**src/rtl/serial_sub.sv**
```systemverilog
// serial_sub: digit-serial WIDTH-bit subtractor, d_out = d0 - d1 - b_in, DIGIT bits per clock through
// one borrow-ripple slice (LSB digit first), with valid/ready handshakes on both sides.
module serial_sub #(
    parameter int WIDTH = 8,
    parameter int DIGIT = 2
) (
    input  logic             clk,
    input  logic             rst,
    input  logic             in_valid,
    output logic             in_ready,
    input  logic [WIDTH-1:0] d0,
    input  logic [WIDTH-1:0] d1,
    input  logic             b_in,
    input  logic             enable,
    output logic             out_valid,
    input  logic             out_ready,
    output logic [WIDTH-1:0] d_out,
    output logic             b_out,
    output logic             zero,
    output logic             ovf
);
    localparam int STEPS = WIDTH / DIGIT;
    localparam int CNT_W = (STEPS > 1) ? $clog2(STEPS) : 1;
    localparam logic [CNT_W-1:0] LAST_STEP = CNT_W'(STEPS - 1);

    typedef enum logic [1:0] {IDLE, RUN, DONE} state_t;
    state_t state, nextState;

    logic [WIDTH-1:0] opA, opB, result, nextResult;
    logic             signA, signB, enReg, borrow;
    logic [CNT_W-1:0] cnt;
    logic [DIGIT:0]   sliceWide;
    logic             lastStep, accept;

    assign accept   = in_valid && in_ready;
    assign lastStep = (cnt == LAST_STEP);

    always_ff @(posedge clk) begin
        if (rst) begin
            state <= IDLE;
        end else begin
            state <= nextState;
        end
    end

    always_comb begin
        nextState = state;
        case (state)
            IDLE:    if (accept) nextState = RUN;
            RUN:     if (lastStep) nextState = DONE;
            DONE:    if (out_ready) nextState = IDLE;
            default: nextState = IDLE;
        endcase
    end

    always_comb begin
        in_ready  = (state == IDLE) && !rst;
        out_valid = (state == DONE);
    end

    // Operands shift right one digit per step so the slice always reads the low digit; the new
    // result digit enters at the top, so after STEPS shifts the result is aligned.
    always_comb begin
        sliceWide  = {1'b0, opA[DIGIT-1:0]} - {1'b0, opB[DIGIT-1:0]} - {{DIGIT{1'b0}}, borrow};
        nextResult = (result >> DIGIT) | (WIDTH'(sliceWide[DIGIT-1:0]) << (WIDTH - DIGIT));
    end

    always_ff @(posedge clk) begin
        if (rst) begin
            opA    <= '0;
            opB    <= '0;
            signA  <= 1'b0;
            signB  <= 1'b0;
            enReg  <= 1'b0;
            borrow <= 1'b0;
            cnt    <= '0;
            result <= '0;
            d_out  <= '0;
            b_out  <= 1'b0;
            zero   <= 1'b0;
            ovf    <= 1'b0;
        end else begin
            case (state)
                IDLE: begin
                    if (accept) begin
                        opA    <= d0;
                        opB    <= d1;
                        signA  <= d0[WIDTH-1];
                        signB  <= d1[WIDTH-1];
                        enReg  <= enable;
                        borrow <= b_in;
                        cnt    <= '0;
                    end
                end
                RUN: begin
                    opA    <= opA >> DIGIT;
                    opB    <= opB >> DIGIT;
                    borrow <= sliceWide[DIGIT];
                    result <= nextResult;
                    cnt    <= cnt + 1'b1;
                    // Flags come from the raw difference; only d_out honours enable.
                    if (lastStep) begin
                        d_out <= enReg ? nextResult : '0;
                        b_out <= sliceWide[DIGIT];
                        zero  <= (nextResult == '0);
                        ovf   <= (signA != signB) && (nextResult[WIDTH-1] != signA);
                    end
                end
                default: ;
            endcase
        end
    end
endmodule

```
**config.mk**
```make
export PLATFORM = sky130hd
export DESIGN_NAME = serial_sub
export DESIGN_NICKNAME = d
export VERILOG_FILES = /design/src/rtl/serial_sub.sv
export SDC_FILE = /design/constraint.sdc
export NUM_CORES = 1
export LEC_CHECK = 0
export CAP_MARGIN = 20
export CORE_MARGIN = 2
export CORE_UTILIZATION = 35
export DETAILED_ROUTE_END_ITERATION = 8
export PLACE_DENSITY = 0.56
export SYNTH_ARGS = -nofsm -noshare
export SYNTH_HDL_FRONTEND = slang
export SYNTH_SLANG_ARGS = --single-unit
export TNS_END_PERCENT = 10
```
**constraint.sdc**
```tcl
create_clock -name clk -period 2.1 [get_ports clk]
set_input_delay 0.42 -clock clk [delete_from_list [all_inputs] [get_ports clk]]
set_output_delay 0.42 -clock clk [all_outputs]
set_load 0.01 [all_outputs]
```
==> results of run 1 <==
-- cell usage after synthesis (all sizes together) --
library cell  number  area, um^2
xnor2              1        8.76
clkbuf             7        26.3
dfxtp             41         821
nand2b            10        62.6
nor2              26        97.6
nand4              1        6.26
nand3              6        30.0
o21ba              1        10.0
nor2b              4        25.0
buf               10        95.1
fa                 2        40.0
o22ai              3        18.8
nor4b              1        8.76
or2b               4        30.0
or2                1        6.26
nor3b              1        18.8
a211oi             6        45.0
inv                4        15.0
a22oi              2        15.0
nand2             14        52.6
or3b              13         116
mux2i              8        80.1
nor3              13         115
o21bai             1        18.8
and3b              1        8.76
and2b              2        15.0
a21oi             28         181
nand3b             4        33.8
ha                 3        37.5
-- cell families (layout without fill, tap and decap cells) --
logic type / after synthesis / after routing / synth area share, %
AOI/OAI and AO/OA: 41 / 41 / 14.2
xor gates and xnor gates: 1 / 1 / 0.430
adders and majority gates: 5 / 5 / 3.80
buffers and inverters: 21 / 53 / 6.69
DFF: 41 / 41 / 40.2
muxes: 8 / 8 / 3.93
and+or+nand+nor: 101 / 101 / 30.7
-- registers in the layout (all words and copies together), names as in the netlist --
signal  flops
b_out       1
borrow      1
cnt         2
d_out       8
enReg       1
opA         8
opB         8
ovf         1
result      6
signA       1
signB       1
state       2
zero        1
-- critical path: cells and delay by family (launching register included) --
| family | cells | cell delay [ns] |
|---|---|---|
| fa+ha+maj | 3 | 1.28 |
| simple gates | 3 | 0.37 |
| flops | 1 | 0.34 |
| compound gates | 1 | 0.14 |
-- metal layers --
metal | global-route usage [%] | vias up | share of wire [%] | wire, um
met5 | 0 | - | 0 | 0
met4 | 4.58 | 0 | 1.0 | 42
met3 | 3.48 | 5 | 3.6 | 149
met2 | 20.7 | 27 | 43 | 1770
met1 | 21.5 | 714 | 52 | 2140
li1 | - | 805 | - | -
-- power groups by stage --
| stage | Clock (W) | Combinational, W | Sequential (W) |
|---|---|---|---|
| 2_1_floorplan | 0 | 0.000231 | 0.000858 |
| 3_3_place_gp | 0 | 0.000322 | 0.000866 |
| 3_5_place_dp | 0 | 0.000324 | 0.000866 |
| 4_1_cts | 0.000785 | 0.000329 | 0.000850 |
| 5_1_grt | 0.000825 | 0.000387 | 0.000859 |
| 6_report | 0.000764 | 0.000339 | 0.000852 |
-- worst max-delay path by stage --
stage               startpoint  endpoint  slack (ns)  depth (start not counted)
floorplan               opA[0]      zero       0.003                          7
global placement           rst  in_ready       -0.09                          3
detailed placement      opB[0]      zero       -0.14                          9
CTS                     opB[0]      zero       -0.12                          9
global route            opB[0]      zero       -0.24                          9
finish                  opA[0]      zero       -0.09                          7
-- area by class of cell --
| cell class | instances | share of cell area [%] |
|---|---|---|
| clock buffers | 5 | 2.67 |
| clock inverters | 3 | 2.67 |
| inverters | 4 | 0.582 |
| multi-input cells | 156 | 42.9 |
| flip-flops and latches | 41 | 32.0 |
| well taps | 72 | 3.49 |
| repair buffers | 41 | 15.7 |
-- per-stage QoR --
stage / utilization, % / TNS (ns) / hold WS [ns]
6_report: 46.3 / -0.287 / 0.452
5_1_grt: 46.3 / -0.892 / 0.479
4_1_cts: 45.9 / -0.375 / 0.458
3_5_place_dp: 43.3 / -0.384 / 0.444
3_3_place_gp: 43.3 / -0.218 / 0.440
2_1_floorplan: - / 0 / 0.449
-- repair_timing --
item                       4_1_cts  5_1_grt
resized for setup                3        7
pin swaps                        1        2
buffers inserted                 0        0
setup endpoints to repair        5        6
==> out/metrics.csv, run 1 <==
metric,value,unit
final_layout_size_suffix_gt1_share,20.4,%
worst_slew_pin_slew,0.511,ns
relSlewSlack,65.9,%
dieWidth,80.3,um
crit_chain,"fa_1, ha_1, nor2_1, fa_2, nor4b_4, nand4_1, a21oi_2",
avgSynthCellArea,9.36,um^2
grt_pass1_vias,1502,
post-route-period-util,104,%
pwr_density_cell,758,mW/mm^2
seqCellArea,825,um^2
wl,4.10,mm
chipHeight,80.3,um
syn_nets,245,
r2r_slack,-0.09,ns
path_class,flip-flop to flip-flop,
p_sw,0.000471,W
rows,27,
worstHoldEndpoint,d_out[6],
maxSlewViolCount,0,
clock_sinks,41,
htreeDepth,2,
pre_cts_ws,-0.140,ns
cts_tree,done,
outcome,"finished, violations left",
grt_max_degree,43,
synth_seq_cells,41,
port_buffers,34,
power.share.clock,39.1,%
grtUsageTotal,14.5,%
max_cap_viol_count,0,
wl_per_cell,12.7,um
required,2.33,ns
finalWorstSetupSlack,-0.0887,ns
grt_setup_unrepaired,true,
holdBufCountCts,0,
placed_cells,314,
fin_cells,322,
hold_viol,0,
min_path_cells,2,
skew,0.00803,ns
arrival,2.42,ns
num-fill-cells,572,
vias_per_cell,4.82,
multi_input_area,0.00111,mm^2
worstSkewPairLatency,0.29,ns
fp.dieArea,0.00645,mm^2
setup_viol,5,
p_comb_share,17.4,%
path_clk_slew,0.08,ns
nets,276,
hold_class,flip-flop to flip-flop,
period_needed,2.19,ns
critPathMaxFanout,4,
diodes,0,
worstHoldStart,d_out[6],
pwr-share-seq,43.6,%
reg2regPathDepth,7,
start_kind,flip-flop,
grt_pass1_wl,7.36,mm
leakagePower,0.940,nW
drc_errors,0,
hpwlAfterDp,2.78,mm
p_int,0.00148,W
total_power,0.00196,W
max-clock-path-buffers,2,
cp_slowest_stage_delay,0.57,ns
final_common_cell,dfxtp_1,
max_freq,457,MHz
antenna_found_initial,0,
design_area,0.00258,mm^2
dr.pass1.iters,4,
clockRootBuffer,clkbuf_8,
place.gp.congestion,0.701,
core,0.00557,mm^2
seq_area_frac_synth,40.2,%
area_delta_synth_final,26.5,%
layout_common_cells,"dfxtp_1, clkdlybuf4s50_1, nor2_1",
cts_made_buffers,5,
start_util,36.6,%
yosysWarnings,0,
via_count,1551,
reg2reg_from,opA[0],
cp-end-kind,flip-flop,
peakVddDrop,0.397,mV
drt_iter0_markers,102,
swShare,24.1,%
placed_area,0.00241,mm^2
crit_slowest_cell,fa_2,
grt-ovfl-total,0,
syn_area,0.00204,mm^2
syn_inst,218,
reg2reg_to,zero,
violations,negative setup slack,
synth_cell_types,35,
ant_nets,0,
boundaryPins,35,
(Power assumes the default switching activity.)
==> run 2: changes to the inputs <==
--- a/config.mk
+++ b/config.mk
@@ -9,7 +9,8 @@
 export CORE_MARGIN = 2
 export CORE_UTILIZATION = 35
 export DETAILED_ROUTE_END_ITERATION = 8
-export PLACE_DENSITY = 0.56
+export DONT_BUFFER_PORTS = 1
+export PLACE_DENSITY = 0.5
 export SYNTH_ARGS = -nofsm -noshare
 export SYNTH_HDL_FRONTEND = slang
 export SYNTH_SLANG_ARGS = --single-unit
==> constraint.sdc (replaced) <==
create_clock -name clk -period 2.2 [get_ports clk]
set_input_delay 0.44 -clock clk [delete_from_list [all_inputs] [get_ports clk]]
set_output_delay 0.44 -clock clk [all_outputs]
set_load 0.01 [all_outputs]
==> run 2 against run 1 <==
- the run now ends clean
- clock-buffer cell count grew 1
- global-route usage is 0.92 points lower
- register-to-register slack improved by 0.09 ns
- final cell count is 11% lower
- largest power group unchanged
==> out/metrics.csv, run 2 (synthesis results as in run 1) <==
metric,value,unit,change
wl_per_cell,14.2,um,was 12.7 um
area_delta_synth_final,5.34,%,was 26.5%
diodes,0,,unchanged
crit_chain,"inv_2, fa_1, inv_1, ha_1, nor2_1, fa_2, nor2_1, a21oi_1, a211oi_1",,"was fa_1, ha_1, nor2_1, fa_2, nor4b_4, nand4_1, a21oi_2"
p_sw,0.000406,W,was 0.000471 W
via_count,1427,,was 1551
wl,4.05,mm,was 4.10 mm
max_freq,456,MHz,was 457 MHz
finalWorstSetupSlack,0.00631,ns,was -0.0887 ns
swShare,26.3,%,was 24.1%
clockRootBuffer,clkbuf_8,,unchanged
pwr_density_cell,719,mW/mm^2,was 758 mW/mm^2
power.share.clock,30.9,%,was 39.1%
post-route-period-util,99.7,%,was 104%
cp-end-kind,flip-flop,,unchanged
drt_iter0_markers,42,,was 102
layout_common_cells,"dfxtp_1, nor2_1, a21oi_1",,"was dfxtp_1, clkdlybuf4s50_1, nor2_1"
fp.dieArea,0.00645,mm^2,unchanged
grt_max_degree,44,,was 43
htreeDepth,2,,unchanged
largest_registers,"d_out: 8 flops, opA: 8 flops, opB: 8 flops",,unchanged
period_needed,2.19,ns,about the same
start_util,36.6,%,unchanged
port_buffers,0,,was 34
reg2regPathDepth,9,,was 7
maxSlewViolCount,0,,unchanged
nets,239,,was 276
finish.utilization,38.5,%,was 46.3%
hold_viol,0,,unchanged
grtUsageTotal,13.6,%,was 14.5%
arrival,2.40,ns,was 2.42 ns
p_comb_share,16.4,%,was 17.4%
path_common_cell,nor2_1,,
dieWidth,80.3,um,unchanged
boundaryPins,35,,unchanged
dr.pass1.iters,4,,unchanged
worstSkewPairLatency,0.29,ns,about the same
path_clk_slew,0.08,ns,about the same
skew,0.00470,ns,was 0.00803 ns
grt_setup_unrepaired,true,,unchanged
cts_tree,done,,unchanged
outcome,finished clean,,"was finished, violations left"
ant_nets,0,,unchanged
pre_cts_ws,-0.0489,ns,was -0.140 ns
holdBufCountCts,0,,unchanged
cp_slowest_stage_delay,0.52,ns,was 0.57 ns
required,2.41,ns,was 2.33 ns
final_layout_size_suffix_gt1_share,21.1,%,was 20.4%
max_cap_viol_count,0,,unchanged
antenna_found_initial,0,,unchanged
critPathMaxFanout,4,,unchanged
setup_viol,0,,was 5
max-clock-path-buffers,2,,unchanged
grt-ovfl-total,0,,unchanged
min_path_cells,1,,was 2
relSlewSlack,72.2,%,was 65.9%
start_kind,flip-flop,,unchanged
vias_per_cell,5.01,,was 4.82
peakVddDrop,0.287,mV,was 0.397 mV
rows,27,,unchanged
p_int,0.00114,W,was 0.00148 W
chipHeight,80.3,um,unchanged
path_class,flip-flop to flip-flop,,unchanged
pwr-share-seq,52.7,%,was 43.6%
hold_class,primary input to flip-flop,,was flip-flop to flip-flop
hpwlAfterDp,2.74,mm,was 2.78 mm
core,0.00557,mm^2,unchanged
leakagePower,0.771,nW,was 0.940 nW
drc_errors,0,,unchanged
place.gp.congestion,0.735,,was 0.701
grt_pass1_vias,1409,,was 1502
clock_sinks,41,,unchanged
grt_pass1_wl,6.84,mm,was 7.36 mm
cts_made_buffers,5,,unchanged
crit_slowest_cell,fa_1,,was fa_2
worst_slew_pin_slew,0.417,ns,was 0.511 ns
final_common_cell,dfxtp_1,,unchanged
-- run 2: cell types whose count changed in the layout (fill, tap and decap cells not counted), moves of 2 or more --
cell and delta:
buf_4 -2, clkdlybuf4s50_1 -34, clkinv_2 +2, bufinv_16 -2
-- run 2: power groups by stage --
stage / registers (W) / clock network, W / logic [W]
6_report: 0.000814 / 0.000477 / 0.000253
2_1_floorplan: 0.000819 / 0 / 0.000220
3_3_place_gp: 0.000827 / 0 / 0.000240
4_1_cts: 0.000812 / 0.000507 / 0.000248
5_1_grt: 0.000820 / 0.000530 / 0.000286
3_5_place_dp: 0.000828 / 0 / 0.000243
-- run 2: critical path: cells and delay by family, from the launching register on --
family                   cells  cell delay [ns]
AO/OA/AOI/OAI                2             0.29
adder cells (fa/ha/maj)      3             1.18
buffers and inverters        2             0.09
flip-flops                   1             0.33
AND/OR/NAND/NOR              2             0.23
-- run 2: what timing repair did --
action | 4_1_cts | 5_1_grt
buffers inserted | 0 | 0
pin swaps | 0 | 3
cloned | 0 | 0
setup endpoints to repair | 2 | 4
resized for setup | 4 | 4
-- run 2: stage by stage --
stage	cell area, um^2	setup TNS, ns	cells	power (W)	hold slack, ns
6_report	2150	0	285	0.00154	0.211
5_1_grt	2150	-0.282	285	0.00164	0.193
4_1_cts	2130	-0.0164	285	0.00157	0.195
3_5_place_dp	2040	-0.0489	277	0.00107	0.477
3_3_place_gp	2040	0	277	0.00107	0.470
2_1_floorplan	2040	0	218	0.00104	0.449
-- run 2: layout make-up --
cell class / count / area (um^2)
Clock buffer: 6 / 72.6
Tap cell: 72 / 90.1
Sequential cell: 41 / 823
Timing Repair Buffer: 4 / 30.0
Clock inverter: 2 / 10.0
Fill cell: 615 / 3430
Inverter: 4 / 15.0
Multi-Input combinational cell: 156 / 1110
-- run 2: worst paths after layout --
path | from | endpoint | slack, ns
min reg2reg | opB[0] | opB[0] | 0.47
max reg2reg | opB[0] | ovf | 0.006
min | rst | state[1] | 0.21
max | opB[0] | ovf | 0.006
-- run 2: per-layer routing --
metal / GRT usage [%] / wire length [um] / up-vias / part of all wire [%]
met2: 20.7 / 1860 / 23 / 46
li1: - / - / 733 / -
met5: 0 / 0 / - / 0
met1: 18.4 / 1950 / 667 / 48
met3: 4.04 / 197 / 4 / 4.9
met4: 4.58 / 41 / 0 / 1.0
==> run 3: changes to the inputs <==
--- a/config.mk
+++ b/config.mk
@@ -10,6 +10,7 @@
 export CORE_UTILIZATION = 35
 export DETAILED_ROUTE_END_ITERATION = 8
 export DONT_BUFFER_PORTS = 1
+export GPL_ROUTABILITY_DRIVEN = 1
 export PLACE_DENSITY = 0.5
 export SYNTH_ARGS = -nofsm -noshare
 export SYNTH_HDL_FRONTEND = slang
==> results of run 3 <==
Final layout, timing and power as in run 2 (identical DEF).
